==> src/rtl/fault_campaign_seq_if.sv <==
// Campaign sequencer bus: control, stimulus/response and result stream.
// master = sequencer, slave = campaign environment (stimulus generator, netlist, result sink).
interface fault_campaign_seq_if #(
    parameter int unsigned FID_W  = 10,
    parameter int unsigned STEP_W = 10,
    parameter int unsigned OUT_W  = 3
);
    logic              start;
    logic [FID_W-1:0]  fid_start;
    logic [FID_W-1:0]  fid_end;
    logic [FID_W-1:0]  fault_id;
    logic [STEP_W-1:0] stim_idx;
    logic              stim_valid;
    logic [OUT_W-1:0]  dut_out;
    logic              res_valid;
    logic              res_ready;
    logic [FID_W-1:0]  res_fid;
    logic              res_detected;
    logic [STEP_W-1:0] res_first_step;
    logic              busy;
    logic              done;
    logic [FID_W:0]    detect_count;

    modport master (
        input  start, fid_start, fid_end, dut_out, res_ready,
        output fault_id, stim_idx, stim_valid, res_valid, res_fid, res_detected,
               res_first_step, busy, done, detect_count
    );

    modport slave (
        output start, fid_start, fid_end, dut_out, res_ready,
        input  fault_id, stim_idx, stim_valid, res_valid, res_fid, res_detected,
               res_first_step, busy, done, detect_count
    );
endinterface

==> src/rtl/fault_campaign_seq.sv <==
// Fault-injection campaign sequencer: golden MISR pass, then one replay per fault ID with a result stream.
// Optional macro FSEQ_GOLDEN_TRACE_EN: golden trace RAM, per-step compare and early abort on first mismatch.
module fault_campaign_seq #(
    parameter int unsigned       FID_W = 10,
    parameter int unsigned       STEPS = 1024,
    parameter int unsigned       OUT_W = 3,
    parameter int unsigned       SIG_W = 16,
    parameter logic [SIG_W-1:0]  POLY  = 16'h1021,
    parameter logic [SIG_W-1:0]  SEED  = 16'hFFFF
) (
    input  logic                 clk,
    input  logic                 rst,
    fault_campaign_seq_if.master bus
);
    localparam int unsigned       STEP_W    = $clog2(STEPS);
    localparam int unsigned       CNT_W     = FID_W + 1;
    localparam logic [FID_W-1:0]  FID_NONE  = '1;
    localparam logic [STEP_W-1:0] STEP_LAST = STEP_W'(STEPS - 1);
    localparam logic [STEP_W-1:0] STEP_NONE = '1;
    localparam logic [CNT_W-1:0]  CNT_MAX   = '1;

    typedef enum logic [2:0] {S_IDLE, S_GOLD, S_FRUN, S_REPORT, S_DONE} state_t;

    state_t            r_state;
    logic [FID_W-1:0]  r_cur_fid;
    logic [FID_W-1:0]  r_fid_end;
    logic              r_empty;
    logic [FID_W-1:0]  r_fault_id;
    logic [STEP_W-1:0] r_stim_idx;
    logic              r_stim_valid;
    logic              r_res_valid;
    logic [FID_W-1:0]  r_res_fid;
    logic              r_res_detected;
    logic [STEP_W-1:0] r_res_first_step;
    logic              r_busy;
    logic              r_done;
    logic [CNT_W-1:0]  r_detect_count;
    logic [SIG_W-1:0]  r_misr;
    logic [SIG_W-1:0]  r_gold_sig;

    logic [OUT_W-1:0]  w_dut_out;
    logic [SIG_W-1:0]  w_misr_next;
    logic              w_last;
    logic              w_pass_end;
    logic              w_detect;
    logic [STEP_W-1:0] w_first_step;
    logic [FID_W-1:0]  w_fid_inc;

    assign w_dut_out   = bus.dut_out;
    assign w_misr_next = {r_misr[SIG_W-2:0], 1'b0} ^ (r_misr[SIG_W-1] ? POLY : '0) ^ SIG_W'(w_dut_out);
    assign w_last      = (r_stim_idx == STEP_LAST);
    assign w_fid_inc   = r_cur_fid + FID_W'(1);

`ifdef FSEQ_GOLDEN_TRACE_EN
    logic [OUT_W-1:0] r_trace [STEPS];
    logic             w_step_miss;

    // Golden responses recorded for exact per-step comparison during fault passes
    always_ff @(posedge clk) begin
        if (r_state == S_GOLD) r_trace[r_stim_idx] <= w_dut_out;
    end

    assign w_step_miss  = (w_dut_out != r_trace[r_stim_idx]);
    assign w_pass_end   = w_last | w_step_miss;
    assign w_detect     = w_step_miss | (w_misr_next != r_gold_sig);
    assign w_first_step = w_step_miss ? r_stim_idx : STEP_NONE;
`else
    assign w_pass_end   = w_last;
    assign w_detect     = (w_misr_next != r_gold_sig);
    assign w_first_step = STEP_NONE;
`endif

    always_ff @(posedge clk or posedge rst) begin
        if (rst) begin
            r_state          <= S_IDLE;
            r_cur_fid        <= '0;
            r_fid_end        <= '0;
            r_empty          <= 1'b0;
            r_fault_id       <= FID_NONE;
            r_stim_idx       <= '0;
            r_stim_valid     <= 1'b0;
            r_res_valid      <= 1'b0;
            r_res_fid        <= '0;
            r_res_detected   <= 1'b0;
            r_res_first_step <= STEP_NONE;
            r_busy           <= 1'b0;
            r_done           <= 1'b0;
            r_detect_count   <= '0;
            r_misr           <= SEED;
            r_gold_sig       <= '0;
        end else begin
            r_done <= 1'b0;
            case (r_state)
                S_IDLE: begin
                    if (bus.start) begin
                        r_fid_end      <= bus.fid_end;
                        r_empty        <= (bus.fid_start >= bus.fid_end);
                        r_cur_fid      <= bus.fid_start;
                        r_misr         <= SEED;
                        r_stim_idx     <= '0;
                        r_detect_count <= '0;
                        r_stim_valid   <= 1'b1;
                        r_busy         <= 1'b1;
                        r_state        <= S_GOLD;
                    end
                end
                // stim_idx wraps to 0 on the last step, ready for the first fault pass
                S_GOLD: begin
                    r_misr     <= w_misr_next;
                    r_stim_idx <= r_stim_idx + STEP_W'(1);
                    if (w_last) begin
                        r_gold_sig <= w_misr_next;
                        r_misr     <= SEED;
                        if (r_empty) begin
                            r_stim_valid <= 1'b0;
                            r_done       <= 1'b1;
                            r_state      <= S_DONE;
                        end else begin
                            r_fault_id <= r_cur_fid;
                            r_state    <= S_FRUN;
                        end
                    end
                end
                S_FRUN: begin
                    r_misr     <= w_misr_next;
                    r_stim_idx <= r_stim_idx + STEP_W'(1);
                    if (w_pass_end) begin
                        r_misr           <= SEED;
                        r_stim_idx       <= '0;
                        r_stim_valid     <= 1'b0;
                        r_res_valid      <= 1'b1;
                        r_res_fid        <= r_cur_fid;
                        r_res_detected   <= w_detect;
                        r_res_first_step <= w_first_step;
                        r_state          <= S_REPORT;
                    end
                end
                S_REPORT: begin
                    if (bus.res_ready) begin
                        r_res_valid <= 1'b0;
                        if (r_res_detected && (r_detect_count != CNT_MAX))
                            r_detect_count <= r_detect_count + CNT_W'(1);
                        r_cur_fid <= w_fid_inc;
                        if (w_fid_inc == r_fid_end) begin
                            r_done  <= 1'b1;
                            r_state <= S_DONE;
                        end else begin
                            r_fault_id   <= w_fid_inc;
                            r_stim_valid <= 1'b1;
                            r_state      <= S_FRUN;
                        end
                    end
                end
                S_DONE: begin
                    r_busy     <= 1'b0;
                    r_fault_id <= FID_NONE;
                    r_state    <= S_IDLE;
                end
                default: r_state <= S_IDLE;
            endcase
        end
    end

    assign bus.fault_id       = r_fault_id;
    assign bus.stim_idx       = r_stim_idx;
    assign bus.stim_valid     = r_stim_valid;
    assign bus.res_valid      = r_res_valid;
    assign bus.res_fid        = r_res_fid;
    assign bus.res_detected   = r_res_detected;
    assign bus.res_first_step = r_res_first_step;
    assign bus.busy           = r_busy;
    assign bus.done           = r_done;
    assign bus.detect_count   = r_detect_count;
endmodule

==> src/flat_wrapper.sv <==
// flat-port wrapper written by rule: the top's interface ports become plain ports
module fault_campaign_seq_flat 
#(
    parameter int unsigned       FID_W = 10,
    parameter int unsigned       STEPS = 1024,
    parameter int unsigned       OUT_W = 3,
    parameter int unsigned       SIG_W = 16,
    parameter logic [SIG_W-1:0]  POLY  = 16'h1021,
    parameter logic [SIG_W-1:0]  SEED  = 16'hFFFF
)
  (clk, rst, bus_start, bus_fid_start, bus_fid_end, bus_dut_out, bus_res_ready, bus_fault_id, bus_stim_idx, bus_stim_valid, bus_res_valid, bus_res_fid, bus_res_detected, bus_res_first_step, bus_busy, bus_done, bus_detect_count);
  fault_campaign_seq_if #(.FID_W(FID_W), .STEP_W(($clog2(STEPS))), .OUT_W(OUT_W)) bus_i ();
  input  logic clk;
  input  logic rst;
  input wire logic [$bits(bus_i.start)-1:0] bus_start;
  input wire logic [$bits(bus_i.fid_start)-1:0] bus_fid_start;
  input wire logic [$bits(bus_i.fid_end)-1:0] bus_fid_end;
  input wire logic [$bits(bus_i.dut_out)-1:0] bus_dut_out;
  input wire logic [$bits(bus_i.res_ready)-1:0] bus_res_ready;
  output wire logic [$bits(bus_i.fault_id)-1:0] bus_fault_id;
  output wire logic [$bits(bus_i.stim_idx)-1:0] bus_stim_idx;
  output wire logic [$bits(bus_i.stim_valid)-1:0] bus_stim_valid;
  output wire logic [$bits(bus_i.res_valid)-1:0] bus_res_valid;
  output wire logic [$bits(bus_i.res_fid)-1:0] bus_res_fid;
  output wire logic [$bits(bus_i.res_detected)-1:0] bus_res_detected;
  output wire logic [$bits(bus_i.res_first_step)-1:0] bus_res_first_step;
  output wire logic [$bits(bus_i.busy)-1:0] bus_busy;
  output wire logic [$bits(bus_i.done)-1:0] bus_done;
  output wire logic [$bits(bus_i.detect_count)-1:0] bus_detect_count;
  assign bus_i.start = bus_start;
  assign bus_i.fid_start = bus_fid_start;
  assign bus_i.fid_end = bus_fid_end;
  assign bus_i.dut_out = bus_dut_out;
  assign bus_i.res_ready = bus_res_ready;
  assign bus_fault_id = bus_i.fault_id;
  assign bus_stim_idx = bus_i.stim_idx;
  assign bus_stim_valid = bus_i.stim_valid;
  assign bus_res_valid = bus_i.res_valid;
  assign bus_res_fid = bus_i.res_fid;
  assign bus_res_detected = bus_i.res_detected;
  assign bus_res_first_step = bus_i.res_first_step;
  assign bus_busy = bus_i.busy;
  assign bus_done = bus_i.done;
  assign bus_detect_count = bus_i.detect_count;
  fault_campaign_seq #(.FID_W(FID_W), .STEPS(STEPS), .OUT_W(OUT_W), .SIG_W(SIG_W), .POLY(POLY), .SEED(SEED)) u_core (.clk(clk), .rst(rst), .bus(bus_i));
endmodule
==> config.mk <==
export PLATFORM = sky130hd
export DESIGN_NAME = fault_campaign_seq_flat
export DESIGN_NICKNAME = d
export VERILOG_FILES = /design/src/rtl/fault_campaign_seq_if.sv /design/src/rtl/fault_campaign_seq.sv /design/src/flat_wrapper.sv
export SDC_FILE = /design/constraint.sdc
export NUM_CORES = 1
export LEC_CHECK = 0
export ABC_AREA = 1
export BUFFER_PORTS_ARGS = -buffer_cell sky130_fd_sc_hd__buf_2
export CORE_MARGIN = 5
export CORE_UTILIZATION = 52
export DETAILED_ROUTE_END_ITERATION = 7
export GPL_TIMING_DRIVEN = 0
export PLACE_DENSITY = 0.77
export SYNTH_ARGS = -nofsm -noshare
export SYNTH_HDL_FRONTEND = slang
export SYNTH_SLANG_ARGS = --single-unit
==> constraint.sdc <==
create_clock -name clk -period 3 [get_ports clk]
set_clock_uncertainty 0.05 [all_clocks]
set_input_delay 0.15 -clock clk [delete_from_list [all_inputs] [get_ports clk]]
set_output_delay 0.15 -clock clk [all_outputs]
set_load 0.01 [all_outputs]
==> flow_metrics.env, run 1 <==
export IMPL_drt_iter0_drc=365
export IMPL_power_leakage_nw=3.24
export IMPL_hpwl_um=10000
export IMPL_grt_pass1_vias=4622
export IMPL_placed_cells_incl_taps=893
export IMPL_rows=37
export IMPL_crit_fanout=10
export IMPL_finalCriticalPeriod_ps=2190
export IMPL_cts_setup_buffers=0
export IMPL_dp_slack_ps=864
export IMPL_reg2reg_depth=8
export IMPL_fmax_ghz=0.458
export IMPL_rr_endpoint="u_core.r_cur_fid[8]"
export IMPL_rrSetupSlack_ps=810
export IMPL_die_h_um=113
export IMPL_pwr_share_clk_pct=15.5
export IMPL_vias=4879
export IMPL_worst_setup_path_start_kind="flop"
export IMPL_drive_gt1_share_pct=22.1
export IMPL_ys_warn_count=0
export IMPL_dieWidth_um=113
export IMPL_worstPathRequired_ps=3200
export IMPL_grt_max_degree=76
export IMPL_htree_levels=3
export IMPL_setup_slack_ps=814
export IMPL_min_path_type="in -> reg"
export IMPL_timing_setup_tns_ps=0
export IMPL_overflow=0
export IMPL_yosysTopAreaCell="dfrtp_1"
export IMPL_rsz0062_at_grt="false"
export IMPL_cts_resized=0
export IMPL_synthToLayoutAreaGrowth_pct=15.7
export IMPL_synth_edff_count=0
export IMPL_timing_rr_start="u_core.r_state[2]"
export IMPL_ys_ff_latch=102
export IMPL_synthArstFlopShare_pct=100
export IMPL_seq_area_frac_synth_pct=46.6
export IMPL_finalCritPeriodShare_pct=72.9
export IMPL_antenna_left=0
export IMPL_cts_hold_buf=10
export IMPL_pwr_density_cell_nw_per_um2=838
export IMPL_cts_tree="yes"
export IMPL_critPathTopFamily="buffers and inverters"
export IMPL_portBuffers=72
export IMPL_diodes=0
export IMPL_cts_root_buf="clkbuf_8"
export IMPL_cp_end_kind="flop"
export IMPL_syn_avg_cell_area_um2=8.22
export IMPL_cts_num_sinks=102
export IMPL_cpPeakStageDelay_ps=460
export IMPL_synth_top_area_share_pct=34.3
export IMPL_gp_congestion=0.909
export IMPL_antenna_found_initial=0
export IMPL_critPathCapture="u_core.r_cur_fid[8]"
export IMPL_wire_per_inst_um=14.4
export IMPL_crit_chain="nor2_2 > nand2_1 > nor2_1 > buf_2 > inv_2 > clkbuf_1 > o21ai_0 > a22oi_1"
export IMPL_finalHoldViolCount=0
export IMPL_slew_violations=0
export IMPL_routed_wl_um=13200
export IMPL_cp_data_arrival_time_ps=2380
export IMPL_firstDrtPassIters=5
export IMPL_vias_per_cell=5.31
export IMPL_holdPathStages=3
export IMPL_path_class="reg -> reg"
export IMPL_p_sw_mw=2.36
export IMPL_combPwrFrac_pct=44.5
export IMPL_slew_limit_headroom_pct=64.3
export IMPL_utilization_pct=61.9
export IMPL_ios=83
export IMPL_initial_utilization_pct=53.5
export IMPL_fin_cells=919
export IMPL_syn_inst=675
export IMPL_seq_power_share_pct=40.0
export IMPL_worst_slew_pin_slew_ps=536
export IMPL_peakVddDrop_mv=0.335
export IMPL_clkLatencyLatePin_ps=390
export IMPL_slowest_stage="dfrtp_1"
export IMPL_ys_top_cells_by_area="dfrtp_1 (34%), dfstp_2 (12%), nand2_1 (11%)"
export IMPL_gr_usage_all_layers_pct=21.4
export IMPL_setup_viol=0
export IMPL_drc_errors=0
export IMPL_path_clk_slew_ps=110
export IMPL_crit_start="u_core.r_state[2]"
export IMPL_yosysUniqueCellTypes=43
export IMPL_synthFlopType="dfrtp_1"
export IMPL_syn_area_um2=5550
export IMPL_intPower_mw=3.01
export IMPL_crit_buf_inv=3
export IMPL_dieArea_um2=12800
export IMPL_core_um2=10400
export IMPL_clk_path_buf_depth=2
export IMPL_status="finished clean"
export IMPL_drv_cap=0
export IMPL_power_mw=5.38
export IMPL_critical_path_cell_count=8
export IMPL_cts_buffers=9
export IMPL_grt_first_pass_wirelength_um=22400
export IMPL_fin_nets=818
export IMPL_sw_frac_of_total_pct=44.0
-- through the flow --
step | cell area [um2] | hold slack [ps]
after floorplan | 5580 | 221
after global placement | 6110 | 325
after detailed placement | 6140 | 119
after CTS | 6420 | 3.56
after global routing | 6420 | 21.5
final | 6420 | 12.6
-- worst min path at each step --
| stage | slack (ps) | end | from |
|---|---|---|---|
| global placement | 320 | u_core.r_fid_end[7] | bus_fid_end[7] |
| CTS | 4 | u_core.r_fid_end[8] | bus_fid_end[8] |
| detailed placement | 120 | u_core.bus.res_fid[5] | rst |
| finish | 10 | u_core.r_fid_end[8] | bus_fid_end[8] |
| global route | 20 | u_core.r_fid_end[8] | bus_fid_end[8] |
| floorplan | 220 | u_core.r_fid_end[0] | bus_fid_end[0] |
-- worst register-to-register path: cells and delay by family (launching register included) --
kind,cells,cell delay [ps]
AOI/OAI and AO/OA,2,470
buffers and inverters,3,580
DFF,1,460
and+or+nand+nor,3,480
-- cells in the mapped netlist, drive strengths merged, types with 9 or more instances --
| master | n |
|---|---|
| xnor2 | 12 |
| o211ai | 10 |
| xor2 | 16 |
| nand4 | 17 |
| a21oi | 14 |
| nand3 | 48 |
| buf | 20 |
| nor2 | 44 |
| o21ai | 64 |
| nor3 | 9 |
| nand2 | 166 |
| inv | 94 |
| o22ai | 13 |
| ha | 13 |
| dfstp | 26 |
| dfrtp | 76 |
-- state kept, by name (all words and copies together), names as in the netlist, 10 cells and up --
signal and cells:
u_core.bus.stim_idx 10, u_core.bus.detect_count 11, u_core.bus.fault_id 10, u_core.r_fid_end 10
u_core.r_gold_sig 16, u_core.r_misr 16, u_core.bus.res_fid 10, u_core.r_cur_fid 10
-- power by group through the flow --
stage	logic (mW)	registers, mW	clock network (mW)
after detailed placement	2.37	2.17	0
after floorplan	1.73	2.16	0
after global placement	2.28	2.16	0
after global routing	2.71	2.21	0.909
after CTS	2.38	2.15	0.841
final	2.39	2.15	0.833
-- cells by family after synthesis --
| logic type | synth area share (%) |
|---|---|
| XOR/XNOR | 4.42 |
| AND/OR/NAND/NOR | 24.0 |
| multiplexers | 1.02 |
| other | 0.0676 |
| buffers and inverters | 9.52 |
| flip-flops | 46.6 |
| adder cells (fa/ha/maj) | 2.93 |
| AO/OA/AOI/OAI | 11.4 |
-- cell usage in the layout, fill, tap and decap left out, types with 5 or more instances in the layout --
cell type / instances
nand2_1: 160
inv_1: 87
buf_2: 77
dfrtp_1: 76
o21ai_0: 56
nand3_1: 45
nor2_1: 37
dfstp_2: 26
xor2_1: 16
nand4_1: 15
o22ai_1: 13
a21oi_1: 13
ha_1: 13
xnor2_1: 12
buf_4: 12
o211ai_1: 10
conb_1: 10
dlygate4sd3_1: 10
clkbuf_1: 9
clkbuf_8: 9
o21ai_1: 7
nor2_2: 6
nand2_2: 6
inv_2: 6
a22oi_1: 6
mux2_2: 5
nor3_1: 5
-- layer usage --
metal  vias to the layer above  share of wire, %  track usage (%)
met5                         -                 0                0
met4                         0               2.1             8.25
met3                        27               5.0             2.67
met2                       150                45             33.1
met1                      2311                48             30.9
li1                       2391                 -                -
-- layout make-up --
| cell class | count | area (um2) |
|---|---|---|
| plain buffers | 28 | 171 |
| clock buffers | 10 | 128 |
| clock inverters | 6 | 51.3 |
| fillers | 892 | 3950 |
| inverters | 95 | 359 |
| multi-input cells | 459 | 2470 |
| flip-flops and latches | 102 | 2580 |
| well taps | 136 | 170 |
| repair buffers | 83 | 488 |
Note: power is estimated with default switching activity, not from simulation.
==> inputs of run 2 (changes only) <==
- CORE_UTILIZATION: 52 -> 54
- PLACE_DENSITY: 0.77 -> 0.76
- clock period: 3 -> 2.2 ns (I/O delays scaled with it)
==> run 2 against run 1 <==
Via count is 0.72% lower. Hold slack improved by 24 ps. Sequential cell count is the same. Clock-buffer cell count rose by 1. Critical path depth grew 4. Cell count increased by 1.1%. Global-route usage rose by 0.37 points. Critical endpoint is now u_core.bus.done.
==> flow_metrics.env, run 2 (same netlist as run 1, synthesis figures left out) <==
export IMPL_reg2reg_depth=12
export IMPL_cpPeakStageDelay_ps=430
export IMPL_crit_buf_inv=2
export IMPL_vias=4844
export IMPL_drt_iter0_drc=307
export IMPL_placed_cells_incl_taps=894
export IMPL_drc_errors=0
export IMPL_gr_usage_all_layers_pct=21.8
export IMPL_finalCritPeriodShare_pct=95.6
export IMPL_htree_levels=3
export IMPL_dieArea_um2=12400
export IMPL_overflow=0
export IMPL_status="finished clean"
export IMPL_slowest_stage="dfrtp_1"
export IMPL_path_class="reg -> reg"
export IMPL_clk_path_buf_depth=2
export IMPL_diodes=0
export IMPL_holdPathStages=3
export IMPL_placed_area_um2=6150
export IMPL_rr_endpoint="u_core.bus.done"
export IMPL_gp_congestion=0.892
export IMPL_cts_root_buf="clkbuf_8"
export IMPL_hpwl_um=9990
export IMPL_cts_num_sinks=102
export IMPL_fin_cells=929
export IMPL_rows=37
export IMPL_finalHoldViolCount=0
export IMPL_dieWidth_um=111
export IMPL_routed_wl_um=13200
export IMPL_drv_cap=0
export IMPL_antenna_found_initial=0
export IMPL_slew_limit_headroom_pct=41.2
export IMPL_worstPathRequired_ps=2440
export IMPL_pwr_density_cell_nw_per_um2=1150
export IMPL_antenna_left=0
export IMPL_timing_rr_start="u_core.r_cur_fid[1]"
export IMPL_critPathTopFamily="simple AND/OR/NAND/NOR gates"
export IMPL_slew_violations=0
export IMPL_synthToLayoutAreaGrowth_pct=19.3
export IMPL_power_mw=7.58
export IMPL_fill_cells=889
export IMPL_portBuffers=72
export IMPL_crit_chain="ha_1 > inv_1 > nand2_1 > nand2_1 > nor2_1 > nand3_1 > nor2_1 > nand3_1 > nor2_4 > nand3_4 > buf_6 > o22ai_1"
export IMPL_crit_start="u_core.r_cur_fid[1]"
export IMPL_clkLatencyLatePin_ps=370
export IMPL_setup_slack_ps=97.8
export IMPL_grt_first_pass_wirelength_um=22500
export IMPL_critPathCapture="u_core.bus.done"
export IMPL_design_area_um2=6620
export IMPL_cp_end_kind="flop"
export IMPL_whs_ps=36.4
export IMPL_worst_setup_path_start_kind="flop"
export IMPL_cp_data_arrival_time_ps=2340
export IMPL_wire_per_inst_um=14.2
export IMPL_timing_setup_tns_ps=0
export IMPL_firstDrtPassIters=5
export IMPL_power_leakage_nw=3.34
export IMPL_finalCriticalPeriod_ps=2100
export IMPL_core_um2=10200
export IMPL_grt_max_degree=41
export IMPL_drive_gt1_share_pct=23.6
export IMPL_ios=83
export IMPL_setup_viol=0
export IMPL_dp_slack_ps=59.2
export IMPL_cts_tree="yes"
export IMPL_utilization_pct=65.0
export IMPL_initial_utilization_pct=54.4
export IMPL_fin_nets=828
export IMPL_path_clk_slew_ps=100
export IMPL_layout_commonest_cell="nand2_1"
export IMPL_min_path_type="in -> reg"
export IMPL_final_cell_mix="nand2_1 (159), inv_1 (87), buf_2 (76), dfrtp_1 (76), o21ai_0 (55)"
export IMPL_rsz0062_at_grt="true"
export IMPL_vias_per_cell=5.21
export IMPL_critical_path_cell_count=12
export IMPL_crit_fanout=10
export IMPL_rrSetupSlack_ps=100
export IMPL_worst_slew_pin_slew_ps=881
export IMPL_cts_buffers=9
export IMPL_die_h_um=111
export IMPL_grt_pass1_vias=4681
export IMPL_peakVddDrop_mv=0.449
export IMPL_fmax_ghz=0.476
## run 2: changes by cell type in the layout (fill, tap and decap cells not counted), sizes merged
cell         previous run  this run
buf                    93       102
inv                    98        95
clkinvlp                0         2
dlygate4sd3            10        12
bufinv                  0         1
clkinv                  3         2
## run 2: worst reg2reg max path, stage by stage, from the launching register on
cell and delay (ps):
dfrtp_1 430, ha_1 340, inv_1 50, nand2_1 50
nand2_1 50, nor2_1 90, nand3_1 100, nor2_1 110
nand3_1 140, nor2_4 150, nand3_4 140, buf_6 170
o22ai_1 150
## run 2: layer usage
layer | up-vias | track usage [%] | routed length [um]
li1 | 2411 | - | -
met1 | 2283 | 31.6 | 6210
met2 | 132 | 33.6 | 5960
met3 | 18 | 3.91 | 757
met4 | 0 | 6.81 | 224
met5 | - | 0 | 0
## run 2: power breakdown
group	total, mW	switching [mW]	leakage (nW)	internal [mW]
registers	2.93	0.405	1.26	2.52
logic	3.41	2.16	1.98	1.25
clock network	1.24	0.670	0.102	0.572
total	7.58	3.24	3.34	4.34
## run 2: layout make-up
| type | instances | area (um2) | share of cell area (%) |
|---|---|---|---|
| inverters | 95 | 360 | 5.45 |
| repair buffers | 93 | 573 | 8.66 |
| clock buffers | 11 | 141 | 2.14 |
| flip-flops and latches | 102 | 2580 | 39.1 |
| clock inverters | 5 | 66.3 | 1.00 |
| plain buffers | 28 | 183 | 2.76 |
| multi-input cells | 459 | 2540 | 38.3 |
| well taps | 136 | 170 | 2.57 |
## run 2: worst min-delay path by stage
| stage | slack, ps | startpoint | to |
|---|---|---|---|
| after floorplan | 180 | bus_fid_end[0] | u_core.r_fid_end[0] |
| after global placement | 290 | bus_fid_end[7] | u_core.r_fid_end[7] |
| after detailed placement | 280 | rst | u_core.bus.res_fid[3] |
| after CTS | 10 | bus_fid_start[2] | u_core.r_cur_fid[2] |
| after global routing | 40 | bus_fid_start[2] | u_core.r_cur_fid[2] |
| final | 40 | bus_fid_start[2] | u_core.r_cur_fid[2] |
## run 2: timing repair
| item | CTS | global route |
|---|---|---|
| buffers inserted | 0 | 7 |
| gates resized for setup | 0 | 25 |
| setup endpoints to repair | 0 | 47 |
| endpoints found under the hold margin | 35 | 0 |
| hold buffers | 12 | 0 |
